==> src/rtl/pc_gen_if.sv <==
// Fetch-PC request/response bundle between the pipeline and pc_gen.
// Latency: none, wires only.
// Backpressure: stall travels from master to slave; the bundle itself has no flow control.
//   master: drives redirect/call/ret/stall requests, observes pc, pc_valid and ras_count
//   slave : pc_gen side, consumes requests and produces the fetch PC
interface pc_gen_if #(
    parameter int XLEN      = 32,
    parameter int RAS_DEPTH = 4
);
    localparam int CW = $clog2(RAS_DEPTH) + 1;

    logic            stall;
    logic            exc_valid;
    logic [XLEN-1:0] exc_target;
    logic            br_valid;
    logic [XLEN-1:0] br_target;
    logic            call_valid;
    logic [XLEN-1:0] call_target;
    logic            ret_valid;
    logic [XLEN-1:0] pc;
    logic            pc_valid;
    logic [CW-1:0]   ras_count;

    modport master (
        output stall, exc_valid, exc_target, br_valid, br_target,
               call_valid, call_target, ret_valid,
        input  pc, pc_valid, ras_count
    );

    modport slave (
        input  stall, exc_valid, exc_target, br_valid, br_target,
               call_valid, call_target, ret_valid,
        output pc, pc_valid, ras_count
    );
endinterface

==> src/rtl/pc_gen.sv <==
// Fetch PC generator with post-reset hold and a circular return-address stack.
// Latency: one cycle from request sample to pc; pc/pc_valid are registered only.
// Backpressure: stall holds pc and blocks call/ret; exception and branch redirects still win.
//   clk, rst_n : clock, asynchronous active-low reset
//   bus        : pc_gen_if.slave (requests in; pc, pc_valid, ras_count out)
module pc_gen #(
    parameter int              XLEN         = 32,
    parameter logic [XLEN-1:0] RESET_VECTOR = '0,
    parameter int              INC          = 4,
    parameter int              RST_HOLD     = 2,
    parameter int              RAS_DEPTH    = 4
) (
    input  logic     clk,
    input  logic     rst_n,
    pc_gen_if.slave  bus
);
    localparam int PW = $clog2(RAS_DEPTH);
    localparam int CW = PW + 1;
    localparam int HW = $clog2(RST_HOLD + 1);

    logic [XLEN-1:0] pc_q;
    logic            vld_q;
    logic [HW-1:0]   hold_q;
    logic [PW-1:0]   ptr_q;
    logic [CW-1:0]   cnt_q;
    logic [XLEN-1:0] ras_mem [RAS_DEPTH];

    logic [XLEN-1:0] pc_inc;
    logic [XLEN-1:0] ras_top;
    logic            ras_nonempty;
    logic            run_seq;
    logic            do_push;

    assign pc_inc       = pc_q + XLEN'(INC);
    // ptr_q points at the next free slot; the top entry sits one below (wraps).
    assign ras_top      = ras_mem[ptr_q - PW'(1)];
    assign ras_nonempty = (cnt_q != '0);
    // Sequencing rules below the redirect/stall tiers only apply in the run phase.
    assign run_seq      = vld_q & ~bus.exc_valid & ~bus.br_valid & ~bus.stall;
    // A concurrent ret always drops the call, even when the RAS is empty.
    assign do_push      = run_seq & ~bus.ret_valid & bus.call_valid;

    always_ff @(posedge clk or negedge rst_n) begin
        if (!rst_n) begin
            pc_q   <= RESET_VECTOR;
            vld_q  <= 1'b0;
            hold_q <= HW'(RST_HOLD);
            ptr_q  <= '0;
            cnt_q  <= '0;
        end else if (!vld_q) begin
            // Hold phase: count down, then raise pc_valid one edge later with
            // pc still at RESET_VECTOR; sequencing starts on the edge after that.
            if (hold_q != '0) begin
                hold_q <= hold_q - HW'(1);
            end else begin
                vld_q <= 1'b1;
            end
        end else if (bus.exc_valid) begin
            pc_q  <= bus.exc_target;
            ptr_q <= '0;
            cnt_q <= '0;
        end else if (bus.br_valid) begin
            pc_q <= bus.br_target;
        end else if (bus.stall) begin
            pc_q <= pc_q;
        end else if (bus.ret_valid) begin
            if (ras_nonempty) begin
                pc_q  <= ras_top;
                ptr_q <= ptr_q - PW'(1);
                cnt_q <= cnt_q - CW'(1);
            end else begin
                pc_q <= pc_inc;
            end
        end else if (bus.call_valid) begin
            pc_q  <= bus.call_target;
            ptr_q <= ptr_q + PW'(1);
            // When full the write above overwrote the oldest entry; count saturates.
            if (cnt_q != CW'(RAS_DEPTH)) begin
                cnt_q <= cnt_q + CW'(1);
            end
        end else begin
            pc_q <= pc_inc;
        end
    end

    // Entry storage needs no reset: ras_count gates every read that matters.
    always_ff @(posedge clk) begin
        if (do_push) begin
            ras_mem[ptr_q] <= pc_inc;
        end
    end

    assign bus.pc        = pc_q;
    assign bus.pc_valid  = vld_q;
    assign bus.ras_count = cnt_q;
endmodule
==> src/flat_wrapper.sv <==
// flat-port wrapper written by rule: the top's interface ports become plain ports
module pc_gen_flat 
#(
    parameter int              XLEN         = 32,
    parameter logic [XLEN-1:0] RESET_VECTOR = '0,
    parameter int              INC          = 4,
    parameter int              RST_HOLD     = 2,
    parameter int              RAS_DEPTH    = 4
)
  (clk, rst_n, bus_stall, bus_exc_valid, bus_exc_target, bus_br_valid, bus_br_target, bus_call_valid, bus_call_target, bus_ret_valid, bus_pc, bus_pc_valid, bus_ras_count);
  pc_gen_if #(.XLEN(XLEN), .RAS_DEPTH(RAS_DEPTH)) bus_i ();
  input  logic clk;
  input  logic rst_n;
  input wire logic [$bits(bus_i.stall)-1:0] bus_stall;
  input wire logic [$bits(bus_i.exc_valid)-1:0] bus_exc_valid;
  input wire logic [$bits(bus_i.exc_target)-1:0] bus_exc_target;
  input wire logic [$bits(bus_i.br_valid)-1:0] bus_br_valid;
  input wire logic [$bits(bus_i.br_target)-1:0] bus_br_target;
  input wire logic [$bits(bus_i.call_valid)-1:0] bus_call_valid;
  input wire logic [$bits(bus_i.call_target)-1:0] bus_call_target;
  input wire logic [$bits(bus_i.ret_valid)-1:0] bus_ret_valid;
  output wire logic [$bits(bus_i.pc)-1:0] bus_pc;
  output wire logic [$bits(bus_i.pc_valid)-1:0] bus_pc_valid;
  output wire logic [$bits(bus_i.ras_count)-1:0] bus_ras_count;
  assign bus_i.stall = bus_stall;
  assign bus_i.exc_valid = bus_exc_valid;
  assign bus_i.exc_target = bus_exc_target;
  assign bus_i.br_valid = bus_br_valid;
  assign bus_i.br_target = bus_br_target;
  assign bus_i.call_valid = bus_call_valid;
  assign bus_i.call_target = bus_call_target;
  assign bus_i.ret_valid = bus_ret_valid;
  assign bus_pc = bus_i.pc;
  assign bus_pc_valid = bus_i.pc_valid;
  assign bus_ras_count = bus_i.ras_count;
  pc_gen #(.XLEN(XLEN), .RESET_VECTOR(RESET_VECTOR), .INC(INC), .RST_HOLD(RST_HOLD), .RAS_DEPTH(RAS_DEPTH)) u_core (.clk(clk), .rst_n(rst_n), .bus(bus_i));
endmodule
==> config.mk <==
export PLATFORM = sky130hd
export DESIGN_NAME = pc_gen_flat
export DESIGN_NICKNAME = d
export VERILOG_FILES = /design/src/rtl/pc_gen_if.sv /design/src/rtl/pc_gen.sv /design/src/flat_wrapper.sv
export SDC_FILE = /design/constraint.sdc
export NUM_CORES = 1
export LEC_CHECK = 0
export ABC_AREA = 0
export BUFFER_PORTS_ARGS = -buffer_cell sky130_fd_sc_hd__buf_4
export CORE_MARGIN = 2
export CORE_UTILIZATION = 50
export DETAILED_ROUTE_END_ITERATION = 16
export MAX_ROUTING_LAYER = met4
export PLACE_DENSITY = 0.72
export RECOVER_POWER = 25
export SLEW_MARGIN = 0
export SYNTH_ARGS = -nofsm -noshare
export SYNTH_HDL_FRONTEND = slang
export SYNTH_SLANG_ARGS = --single-unit
==> constraint.sdc <==
create_clock -name clk -period 7.9 [get_ports clk]
set_input_delay 0.79 -clock clk [delete_from_list [all_inputs] [get_ports clk]]
set_output_delay 0.79 -clock clk [all_outputs]
set_load 0.03 [all_outputs]
* Word-level counts from Yosys, hierarchy flattened
Memories as Yosys holds them, arrays and structs flattened.
Cells that the tools add are included.
** Storage, ports and cells
- Register bits :: 40
- Bits in latches :: 0
- Memory bits (writable) :: 128
- ROM bits :: 0
- Input bits :: 103
- Output and inout port bits :: 36
- Logic and storage cells :: 58
- Memories :: 1
** Memory list
- u_core.ras_mem :: depth 4, bits a word 32, read ports 1, clocked after memory_dff 0, write ports 1, RTL line pc_gen.sv:26 : logic [XLEN-1:0] ras_mem [RAS_DEPTH];
** Operators by class
- Add/sub/neg operators :: 6
- Multipliers :: 0
- Divide/modulo/power cells :: 0
- Order comparisons :: 0
- Equality and inequality tests :: 5
- Shift-type cells :: 0
- Multiplexer cells :: 23
- Bitwise operators :: 10
- Reduce and logical (&&, ||, !) cells :: 8
** Operators by type and width (number)
- $mux 32 :: 6
- $add 32x3->32 const B :: 1
- $mux 3 :: 7
- $mux 2 :: 6
- $reduce_bool 3->1 :: 3
- $reduce_and 6->1 :: 1
- $and 1x1->1 :: 5
- $not 1->1 :: 5
- $reduce_and 5->1 :: 1
- $mux 1 :: 4
- $reduce_and 2->1 :: 2
- $sub 2x1->2 const B :: 2
- $add 3x1->3 const B :: 1
- $ne 3x1->1 const B :: 1
- $ne 3x2->1 const B :: 1
- $ne 3x3->1 const B :: 1
- $sub 3x1->3 const B :: 1
- $add 2x1->2 const B :: 1
- $ne 2x1->1 const B :: 1
- $ne 2x2->1 const B :: 1
- $reduce_bool 2->1 :: 1

* Longest topological paths before layout
- Depth after elaboration :: 8
- Gate-level depth with buffers :: 10
- Gate-level depth less buffers :: 6

* Worst setup path before layout
No wires, ideal clock.
- Path type :: register to register
- From :: register u_core.ptr_q[0]
- To :: register u_core.pc_q[31], in the netlist u_core.bus.pc[31]
- Setup time :: 126 ps
- Arrival time :: 2811 ps
- Required time :: 7774 ps
- Slack :: 4963 ps
- Stages on the path, launching flop included :: 11
- Path buffers :: 4
- Period minus slack after synthesis :: 2937 ps
- Cell sequence :: dfrtp_1 > buf_2 > buf_2 > inv_1 > ha_1 > clkbuf_1 > clkbuf_1 > mux4_2 > a221oi_1 > o41ai_1 > a221o_1
** On the way
- Longest elaborated chain between the ends :: 7
** RTL lines
- start, declared :: RTL line pc_gen.sv:24 : logic [PW-1:0] ptr_q;
- start signal, assigned :: RTL line pc_gen.sv:69 : ptr_q <= ptr_q - PW'(1);
- start signal, assigned :: RTL line pc_gen.sv:76 : ptr_q <= ptr_q + PW'(1);
- $sub 2x1->2 :: RTL line pc_gen.sv:36 : assign ras_top = ras_mem[ptr_q - PW'(1)];
- $mem_v2 4x32
- $mux 32 :: RTL line pc_gen.sv:67 : if (ras_nonempty) begin
- $mux 32 :: RTL line pc_gen.sv:66 : end else if (bus.ret_valid) begin
- $mux 32 :: RTL line pc_gen.sv:64 : end else if (bus.stall) begin
- $mux 32 :: RTL line pc_gen.sv:62 : end else if (bus.br_valid) begin
- $mux 32 :: RTL line pc_gen.sv:58 : end else if (bus.exc_valid) begin
- end signal, assigned :: RTL line pc_gen.sv:59 : pc_q <= bus.exc_target;
- end signal, assigned :: RTL line pc_gen.sv:63 : pc_q <= bus.br_target;
- end signal, assigned :: RTL line pc_gen.sv:65 : pc_q <= pc_q;
- end, declared :: RTL line pc_gen.sv:21 : logic [XLEN-1:0] pc_q;
Every way passes these cells. The select of a mux whose other input is x is not followed.
A chain may end at the register's enable or synchronous reset.

* Worst setup path in the final report
Ends and elaborated chain as after synthesis.

==> impl_metrics.yaml <==
sta:
  skew_ns: 0.00884
  worst_pin_slew_ns: 2.63
  fin_ws_ns: 4.60
  slew_viol_final: 41
  whs_ns: 0.488
  setup_viol: 0
  finalHoldViolations: 0
  max_slew_margin_pct: -75.5
  min_period_ns: 3.30
  fin_crit_sh_pct: 41.8
  rsz0062_at_grt: "no"
  setup_tns_ns: 0
  fmax_ghz: 0.303
critical_path:
  cp_max_fo: 38
  cp.required_ns: 8.21
  cp_cell_sequence: "buf_4 > inv_1 > ha_1 > buf_4 > mux4_2 > a221oi_1 > o41ai_1 > a221o_1"
  worstSetupStartpointType: "register"
  cp-end-kind: "register"
  critical_path_class: "reg -> reg"
  critPathMaxStageDelay_ns: 0.58
  crit_slowest_cell: "ha_1"
  cpMostUsedCell: "buf_4"
  cp.arrival_ns: 3.61
floorplan:
  core-area_sq_um: 15900
  initial_utilization_pct: 51.1
  die-area_sq_um: 17300
  dieWidth_um: 131
  die_height_um: 131
  io_pins: 139
  num_rows: 46
grt:
  grtUsageMet3_pct: 4.32
  antenna_found_initial: 0
  grt_pass1_wl_um: 33900
  gr-usage-met1_pct: 34.1
  grt_overflow: 0
  grt_pass1_vias: 6036
  grt_use_total_pct: 26.6
  use_met2_pct: 42.7
  top_usage_layer: "met2"
  grt_max_degree: 41
place:
  port_buffers: 138
  post-place-ws_ns: 4.54
  dp_hpwl_um: 14100
  place.gp.congestion: 0.780
synth:
  synthCells: 599
  synthDistinctLibCells: 56
  mappedNetlistNets: 709
  synth_flop_cell: "edfxtp_1"
  synth_area_sq_um: 8120
  avgSynthCellArea_sq_um: 13.6
  yosysWarnings: 0
  ys_seq_elements: 168
  synth_seq_area_share_pct: 59.7
  synth_edf_count: 128
  synthArstFlopShare_pct: 23.8
layout:
  final_core_util_pct: 62.0
  fin_nets: 828
  fillers: 1262
  multiInputGateArea_sq_um: 3010
  diodes: 0
  regArea_sq_um: 4850
  layout-drive-gt1-share_pct: 30.5
  area_growth_pct: 21.2
power:
  peakVddDrop_mv: 0.167
  power_mw: 2.67
  power_leakage_nw: 3.60
  powerDensity_nw_per_um2: 271
drt:
  dr.pass1.iters: 6
  viasPerCell: 6.35
  routedWlPerCell_um: 23.5
  drt-total-wl_um: 22200
  vias: 6018
  drc: 0
  antenna_left: 0
  drtIter0Drc: 564
status:
  status: "finished with violations"
  violations: "max-capacitance violations, max-slew violations"
clock_network:
  cts_buffer_depth: 2
  cts_tree: "built"
  clk_latency_ns: 0.42
  clkSinkCount: 168
  numCtsBuffers: 17
  cts.clk_slew.worst_paths_ns: 0.06
  h-tree-depth: 4
  cts_resized: 0
  cts_setup_buffers: 0
  cts_hold_buf: 0
  cts_root_buf: "clkbuf_16"
job:
  maxCapViolCount: 1
worst_hold_path:
  hold_path_class: "reg -> reg"
-- layer usage --
metal | routed length, um | part of all wire (%)
met5 | 0 | 0
met4 | 560 | 2.5
met3 | 1630 | 7.3
met2 | 11200 | 50
met1 | 8800 | 40
-- registers in the layout, indices dropped and copies added (netlist names) --
name / flops
u_core.bus.pc: 32
u_core.ras_mem: 128
u_core.hold_q: 2
u_core.ptr_q: 2
u_core.bus.ras_count: 3
u_core.bus.pc_valid: 1
-- final timing paths --
path	cells after the start	start	end	slack (ns)
min reg2reg	1	u_core.hold_q[0]$_DFFE_PN0P_	u_core.hold_q[0]$_DFFE_PN0P_	0.49
min	1	u_core.hold_q[0]$_DFFE_PN0P_	u_core.hold_q[0]$_DFFE_PN0P_	0.49
max reg2reg	8	u_core.ptr_q[0]$_DFFE_PN0P_	u_core.bus.pc[31]$_DFFE_PN0P_	4.60
max in group asynchronous	1	rst_n	u_core.ptr_q[0]$_DFFE_PN0P_	5.03
min in group asynchronous	1	rst_n	u_core.bus.ras_count[0]$_DFFE_PN0P_	1.19
max	8	u_core.ptr_q[0]$_DFFE_PN0P_	u_core.bus.pc[31]$_DFFE_PN0P_	4.60
-- cell type report --
class / count / area share (%)
Multi-Input combinational cell: 365 / 30.6
Inverter: 15 / 0.572
Tap cell: 216 / 2.75
Clock buffer: 25 / 5.26
Timing Repair Buffer: 151 / 11.2
Clock inverter: 7 / 0.394
Sequential cell: 168 / 49.2
-- cells by family (layout without fill, tap and decap cells) --
family          count (synthesis)  after routing  share of synthesized area, %
simple gates                  136            136                          8.89
xor+xnor                       31             31                          3.34
mux                            33             33                          9.00
flops                         168            168                          59.7
compound gates                158            158                          14.5
fa+ha+maj                       7              7                          1.17
buf+inv                        66            198                          3.41
-- worst max-delay path, delay by kind of cell, from the launching register on --
family,cells,cell delay (ns)
buf+inv,3,1.15
mux,1,0.36
flops,1,0.34
compound gates,3,0.73
fa+ha+maj,1,0.58
-- synth_stat cells (all sizes together) (2+ instances only) --
cell,instances,area (sq um)
and2,5,31.3
nand2,30,113
mux4,32,721
a221oi,23,201
nor2,36,135
a21oi,18,90.1
a22o,7,61.3
o21a,3,22.5
o31ai,16,120
edfxtp,128,3840
o22ai,26,163
ha,6,75.1
a21o,4,30.0
o32ai,7,83.8
nor2b,2,12.5
nor4,3,40.0
o21ai,21,105
a221o,15,150
and3,8,50.1
clkbuf,35,131
dfrtp,39,976
inv,15,56.3
xor2,11,96.3
xnor2,20,175
or2,6,37.5
and4,5,43.8
o31a,7,61.3
buf,16,88.8
nand3,13,70.1
o221ai,4,35.0
nand4,11,81.3
nor3,11,55.1
-- report_power, final --
group,switching [mW],internal (mW)
combinational,0.436,0.328
sequential,0.0904,1.04
clock,0.324,0.454
-- layout by cell type (no fill, tap or decap), types with 6 or more instances in the layout --
master / n
clkbuf_16: 19
nor2_1: 35
xnor2_1: 20
nand3_1: 12
buf_4: 143
and3_1: 8
nand2_1: 30
dfrtp_1: 38
o31ai_1: 16
edfxtp_1: 128
ha_1: 6
a221o_1: 15
a22o_1: 7
a21oi_1: 18
inv_1: 15
or2_2: 6
nand4_1: 9
o22ai_1: 26
nor3_1: 11
mux4_2: 32
o21ai_0: 16
a221oi_1: 23
clkbuf_1: 12
xor2_1: 11
o31a_1: 7
-- stage by stage --
stage	instance area, sq um	std cells
2_1_floorplan	8120	599
3_3_place_gp	9320	915
3_5_place_dp	9320	915
4_1_cts	9870	947
5_1_grt	9840	947
6_report	9840	947
(Power assumes the default switching activity.)
